<file path="src/rtl/id_ex_stage_reg.sv">
// id_ex_stage_reg: ID/EX pipeline register with valid/ready flow control and a one-entry skid buffer.
// It also supports a synchronous flush and counts stalled cycles in a saturating counter.
// Ports:
//   clk, rst_n                  clock and asynchronous active-low reset
//   flush                       drops the held bundle and any bundle arriving in the same cycle
//   in_valid / in_ready         handshake on the decode side; in_ready comes from a flop
//   in_pc_plus4 .. in_ctrl      bundle fields arriving from decode
//   out_valid / out_ready       handshake on the execute side; out_valid comes from a flop
//   out_pc_plus4 .. out_ctrl    registered bundle fields presented to execute
//   stall_cnt                   saturating count of edges with out_valid=1 and out_ready=0
module id_ex_stage_reg #(
  parameter int DATA_W = 32,
  parameter int REG_W  = 5,
  parameter int CTRL_W = 8,
  parameter int CNT_W  = 16
) (
  input  logic              clk,
  input  logic              rst_n,
  input  logic              flush,
  input  logic              in_valid,
  output logic              in_ready,
  input  logic [DATA_W-1:0] in_pc_plus4,
  input  logic [DATA_W-1:0] in_rd1,
  input  logic [DATA_W-1:0] in_rd2,
  input  logic [DATA_W-1:0] in_imm,
  input  logic [REG_W-1:0]  in_rt,
  input  logic [REG_W-1:0]  in_rd,
  input  logic [CTRL_W-1:0] in_ctrl,
  output logic              out_valid,
  input  logic              out_ready,
  output logic [DATA_W-1:0] out_pc_plus4,
  output logic [DATA_W-1:0] out_rd1,
  output logic [DATA_W-1:0] out_rd2,
  output logic [DATA_W-1:0] out_imm,
  output logic [REG_W-1:0]  out_rt,
  output logic [REG_W-1:0]  out_rd,
  output logic [CTRL_W-1:0] out_ctrl,
  output logic [CNT_W-1:0]  stall_cnt
);
  localparam int W = 4*DATA_W + 2*REG_W + CTRL_W;
  // Bit 0 set means the main register holds data and bit 1 set means the skid register does.
  // This lets out_valid and in_ready come straight from the state flops.
  typedef enum logic [1:0] {EMPTY = 2'b00, FULL = 2'b01, SKID = 2'b11} state_t;
  state_t         r_state;
  state_t         w_next;
  logic [W-1:0]   r_main;
  logic [W-1:0]   r_skid;
  logic [W-1:0]   w_in;
  logic [CNT_W-1:0] r_stall_cnt;
  logic           w_in_fire;
  logic           w_out_fire;
  logic           w_load_main;
  logic           w_load_skid;
  assign w_in = {in_pc_plus4, in_rd1, in_rd2, in_imm, in_rt, in_rd, in_ctrl};
  assign {out_pc_plus4, out_rd1, out_rd2, out_imm, out_rt, out_rd, out_ctrl} = r_main;
  assign stall_cnt = r_stall_cnt;
  assign w_in_fire  = in_valid & in_ready;
  assign w_out_fire = out_valid & out_ready;
  always_ff @(posedge clk or negedge rst_n)
    if (!rst_n) r_state <= EMPTY;
    else        r_state <= w_next;
  always_comb begin
    w_next = r_state;
    if (flush) w_next = EMPTY;
    else
      case (r_state)
        EMPTY:   w_next = w_in_fire ? FULL : EMPTY;
        FULL:    w_next = (w_in_fire && !w_out_fire) ? SKID :
                          (!w_in_fire && w_out_fire) ? EMPTY : FULL;
        SKID:    w_next = w_out_fire ? FULL : SKID;
        default: w_next = EMPTY;
      endcase
  end
  always_comb begin
    out_valid   = r_state[0];
    in_ready    = ~r_state[1];
    // A flush blocks every payload load, so out_* keep their last value while the stage is empty.
    w_load_main = !flush && ((r_state == EMPTY && w_in_fire) ||
                             (r_state == FULL  && w_in_fire && w_out_fire) ||
                             (r_state == SKID  && w_out_fire));
    w_load_skid = !flush && r_state == FULL && w_in_fire && !w_out_fire;
  end
  always_ff @(posedge clk or negedge rst_n)
    if (!rst_n) begin
      r_main <= '0;
      r_skid <= '0;
    end else begin
      // When the skid register drains, it refills main first, so skid data never overtakes main data.
      if (w_load_main) r_main <= (r_state == SKID) ? r_skid : w_in;
      if (w_load_skid) r_skid <= w_in;
    end
  always_ff @(posedge clk or negedge rst_n)
    if (!rst_n) r_stall_cnt <= '0;
    else if (out_valid && !out_ready && r_stall_cnt != '1) r_stall_cnt <= r_stall_cnt + CNT_W'(1);
endmodule

</file>
<file path="config.mk">
export PLATFORM = sky130hd
export DESIGN_NAME = id_ex_stage_reg
export DESIGN_NICKNAME = d
export VERILOG_FILES = /design/src/rtl/id_ex_stage_reg.sv
export SDC_FILE = /design/constraint.sdc
export NUM_CORES = 1
export LEC_CHECK = 0
export ABC_AREA = 1
export CORE_MARGIN = 10
export CORE_UTILIZATION = 35
export CTS_BUF_LIST = sky130_fd_sc_hd__clkbuf_2
export DETAILED_ROUTE_END_ITERATION = 6
export GPL_TIMING_DRIVEN = 0
export PLACE_DENSITY_LB_ADDON = 0.15
export SYNTH_ARGS = -nofsm -noshare
export SYNTH_HDL_FRONTEND = slang
export SYNTH_SLANG_ARGS = --single-unit
</file>
<file path="constraint.sdc">
create_clock -name clk -period 2.2 [get_ports clk]
set_clock_uncertainty 0.05 [all_clocks]
set_input_delay 0.44 -clock clk [delete_from_list [all_inputs] [get_ports clk]]
set_output_delay 0.44 -clock clk [all_outputs]
set_load 0.01 [all_outputs]
</file>
# Word level (Yosys, flattened, before mapping)

Cells that the tools add are included.

Register bits after elaboration: 310
Bits of input ports: 151
Output and inout port bits: 164
Logic and storage cells: 37

$add $sub $neg: 1
Eq/ne operators: 3
Mux-type cells: 7
Bitwise operators: 3
Reductions and logical operators: 19

Operators by type and width:

| cell                    | count |
|---|---|
| $mux W146               | 1 |
| $add A16 B1 Y16 const B | 1 |
| $ne A16 B16 Y1 const B  | 1 |
| $logic_and A1 B1 Y1     | 12 |
| $mux W2                 | 3 |
| $pmux W2 S3             | 1 |
| $logic_not A1 Y1        | 4 |
| $and A1 B1 Y1           | 2 |
| $eq A2 B1 Y1 const B    | 1 |
| $eq A2 B2 Y1 const B    | 1 |
| $logic_not A2 Y1        | 1 |
| $logic_or A1 B1 Y1      | 2 |
| $mux W1                 | 2 |
| $not A1 Y1              | 1 |

# Logic depth before layout (Yosys ltp)

Word-level depth: 8
Mapped depth: 9
Depth with buffers taken out: 8

# Least setup slack after synthesis

Ideal clock, no wire load.

Path kind: register to register
Start: register r_stall_cnt[0] (netlist: stall_cnt[0])
End: register r_stall_cnt[13] (netlist: stall_cnt[13])
Setup time: 65 ps
Data arrival time: 1555 ps
Data required time: 2085 ps
Slack: 531 ps
Stages on the path, launching flop included: 10
Path buffers: 1
Clock period less this slack: 1669 ps
Path through: dfrtp_1 -> ha_1 -> nand3_1 -> inv_1 -> nand2_1 -> inv_1 -> a21oi_1 -> buf_2 -> nand2_1 -> nand2_1

Longest elaborated chain between the ends: 2
Elaborated cells between the ends (all ways): 3
Those cells by class: 1 x add/sub; 1 x eq/ne; 1 x reduce/logical

Ends and longest elaborated chain:

| element                                                                 | RTL line | text |
|---|---|---|
| from (decl)                                                             | 49       | `logic [CNT_W-1:0] r_stall_cnt;` |
| from (signal assigned)                                                  | 94       | `else if (out_valid && !out_ready && r_stall_cnt != '1) r_stall_cnt <= r_stall_cnt + CNT_W'(1);` |
| parallel branches: the longest is 2 deep, another holds $add A16 B1 Y16 | n/a      |  |

Several ways; the timed one is not identified.
A chain may end at the register's enable or synchronous reset.

# Worst setup path after layout

Start: register r_main[35]
End: output out_imm[17]

RTL lines:

| element                | RTL line | text |
|---|---|---|
| from (decl)            | 46       | `logic [W-1:0] r_main;` |
| from (signal assigned) | 89       | `if (w_load_main) r_main <= (r_state == SKID) ? r_skid : w_in;` |
| to (decl)              | 34       | `output logic [DATA_W-1:0] out_imm,` |

No word-level cell between the ends.

==> results.tsv <==
metric	value	unit
achievable frequency	484.8	MHz
largest area contributor in the netlist	dfrtp_1	
post-layout min period	2063	ps
pwr dens	785.6	nW/um2
Clk pwr share	0.293	
maximum VDD drop	0.3216	mV
latest clock arrival within the worst-skew pair	960	ps
worst hold path cell count	4	
family with the most delay on the worst path	flip-flops	
Crit. Startpoint	r_main[35]	
Root Driver	clkbuf_2	
M1 GR Usage	0.2506	
All-Layer GR Usage	0.1952	
placed insts	2431	
Starting Density	0.3537	
hold path endpoint	r_main[123]	
arrival time at the worst endpoint	1570	ps
placed inst area	17550	um2
Util after Layout	0.5083	
Die H	217.6	um
Ys Warns	0	
max cap viols	0	
grt ovf	0	
antenna violations before repair	3	
DRT Wirelength	46510	um
num rows	72	
Core ar.	38650	um2
Worst setup EP type	primary output	
io pins	315	
met2 Use GR	0.3110	
Sw Share	0.3144	
CP max stage delay	390	ps
Final Slew Violations	0	
synth unique cells	21	
share of the synthesized area in the top cell type	0.5675	
fill count	3755	
Detailed Routing Iterations Pass 1	5	
top area cells in the synthesized netlist	dfrtp_1 (57%), nand2_1 (14%), o21ai_0 (7.1%)	
FF-to-FF Start	r_state[0]	
Antenna Nets Post-Route	0	
routed length per instance	16.64	um
HP Class	primary input to register	
area of the multi-input gates	4818	um2
CP max FO	2	
vias	13010	
die width	217.6	um
Final setup violation count	0	
Hold Fails Final Rpt	0	
most frequent cells in the layout	nand2_1 (510), dfrtp_1 (298), o21ai_0 (195), buf_2 (166), inv_1 (160)	
internal power	10.58	mW
Avg Inst Size Synth	8.565	um2
post-route insts no fill	2795	
met3 GRT Util	0.05617	
reg2reg path depth	8	
post-route cell area	19640	um2
die footprint	47360	um2
total CTS buffers	87	
critical-path cell list	clkdlybuf4s15_2	
Worst-Margin Slew	607.9	ps
Vias/cell	4.655	
CP Launch Type	register	
number of global-route vias before repair	13310	
Register Area	7772	um2
Critical Path RT	1710	ps
commonest non-fill, non-tap cell in the layout	nand2_1	
layout cells sized above 1	0.1917	
GP Congestion	0.7817	
first-pass GRT wire length	73910	um
Syn Nets	1748	
WS Path Type	register to primary output	
initial drt markers	775	
Most Used Layer, Global Route	met2	
hpwl dp	31690	um
Cells after Synth	1596	
register bit total from synthesis	310	
slowest CP cell	dfrtp_1	
Final period util	0.9377	
clk slew on worst S/H paths	90	ps
TritonCTS clock tree	built	
Critical R2R Capture	r_skid[26]	
largest net degree at the start of global routing	111	
sequential share of power	0.480	
Gate power share	0.228	
static leakage	9.729	nW
Final Net Count	2357	
Port Buf Inserts	314	
Net Switching	4.851	mW
Sinks on Clock Net	310	
htree depth	3	
min-delay src	out_ready	
# DRC	0	
post-synthesis to final-layout area growth	43.71	%
sequential element share of the synthesized area	0.5675	
Longest Clk Path Bufs	3	
WP buf/inv	1	
R2R setup slack	140	ps
max_slew headroom	0.5947	
status	finished clean	
Post-Syn Area	13670	um2
synth_stat cells:
cell type	number
o21ai_0	195
nand2_1	510
inv_1	160
nor2_1	42
buf_2	28
buf_1	1
xnor2_1	7
a21oi_1	23
inv_2	2
nor2_4	2
buf_4	22
nand2_2	1
ha_1	1
o21a_1	124
nand4_1	8
clkbuf_1	48
nand3_1	7
dfrtp_1	310
nand4_2	1
o21ai_1	103
nor3_1	1
registers in the layout, summed over array words and instances (netlist names):
signal,count
stall_cnt,16
r_main,146
r_skid,146
r_state,2
worst reg2reg max path: cells and delay by family (launching register included):
family,cells,cell delay (ps)
DFF,1,370
and+or+nand+nor,3,620
AOI/OAI and AO/OA,1,60
buffers and inverters,4,800
layer usage:
layer / vias up / share of wire
li1: 6362 / -
met1: 6193 / 0.44
met2: 372 / 0.47
met3: 83 / 0.067
met4: 0 / 0.024
met5: - / 0
power by group through the flow:
stage / clock network, mW / logic, mW / registers, mW
final: 4.52 / 3.51 / 7.40
after detailed placement: 0 / 3.52 / 7.56
after CTS: 4.73 / 3.57 / 7.41
after global placement: 0 / 3.46 / 7.55
after global routing: 5.00 / 3.93 / 7.55
after floorplan: 0 / 1.34 / 7.70
final cells by class:
cell class	count	share of cell area
inverters	162	0.03096
clock buffers	136	0.03465
well taps	518	0.03299
repair buffers	520	0.2261
multi-input cells	1025	0.2453
flip-flops and latches	310	0.3957
clock inverters	22	0.008408
diodes	3	0.0003822
plain buffers	99	0.02561
metrics by stage:
stage	setup slack, ps	TNS, ps	hold slack [ps]	power, mW
5_1_grt	-12.59	-16.45	203.5	16.48
3_5_place_dp	-311.6	-65050	369.9	11.08
3_3_place_gp	-13690	-4293420	411.4	11.01
6_report	137.1	0	291.5	15.43
4_1_cts	-10.04	-10.04	158.3	15.71
2_1_floorplan	530.6	0	94.41	9.044
worst max path at each step:
stage                     depth (start not counted)       endpoint
after floorplan                                   9  stall_cnt[13]
after global placement                            1   stall_cnt[4]
after detailed placement                          9     r_main[69]
after CTS                                         1   stall_cnt[6]
after global routing                              1    out_imm[27]
final                                             1    out_imm[17]
what timing repair did:
| item | in CTS | in global routing |
|---|---|---|
| hold buffers | 149 | 0 |
| gates resized for setup | 616 | 42 |
| buffers inserted | 43 | 11 |
| pin swaps | 0 | 1 |
| endpoints found under the setup margin | 164 | 120 |
| hold endpoints to repair | 389 | 0 |
logic make-up (layout without fill, tap and decap cells):
logic type,Yosys count,count (layout),synth area share
AO/OA/AOI/OAI,445,445,0.1856
XOR/XNOR,7,7,0.004485
adder cells (fa/ha/maj),1,1,0.0009152
buffers and inverters,261,939,0.08027
flip-flops,310,310,0.5675
other,0,3,0
AND/OR/NAND/NOR,572,572,0.1612
Note: power is estimated with default switching activity, not from simulation.
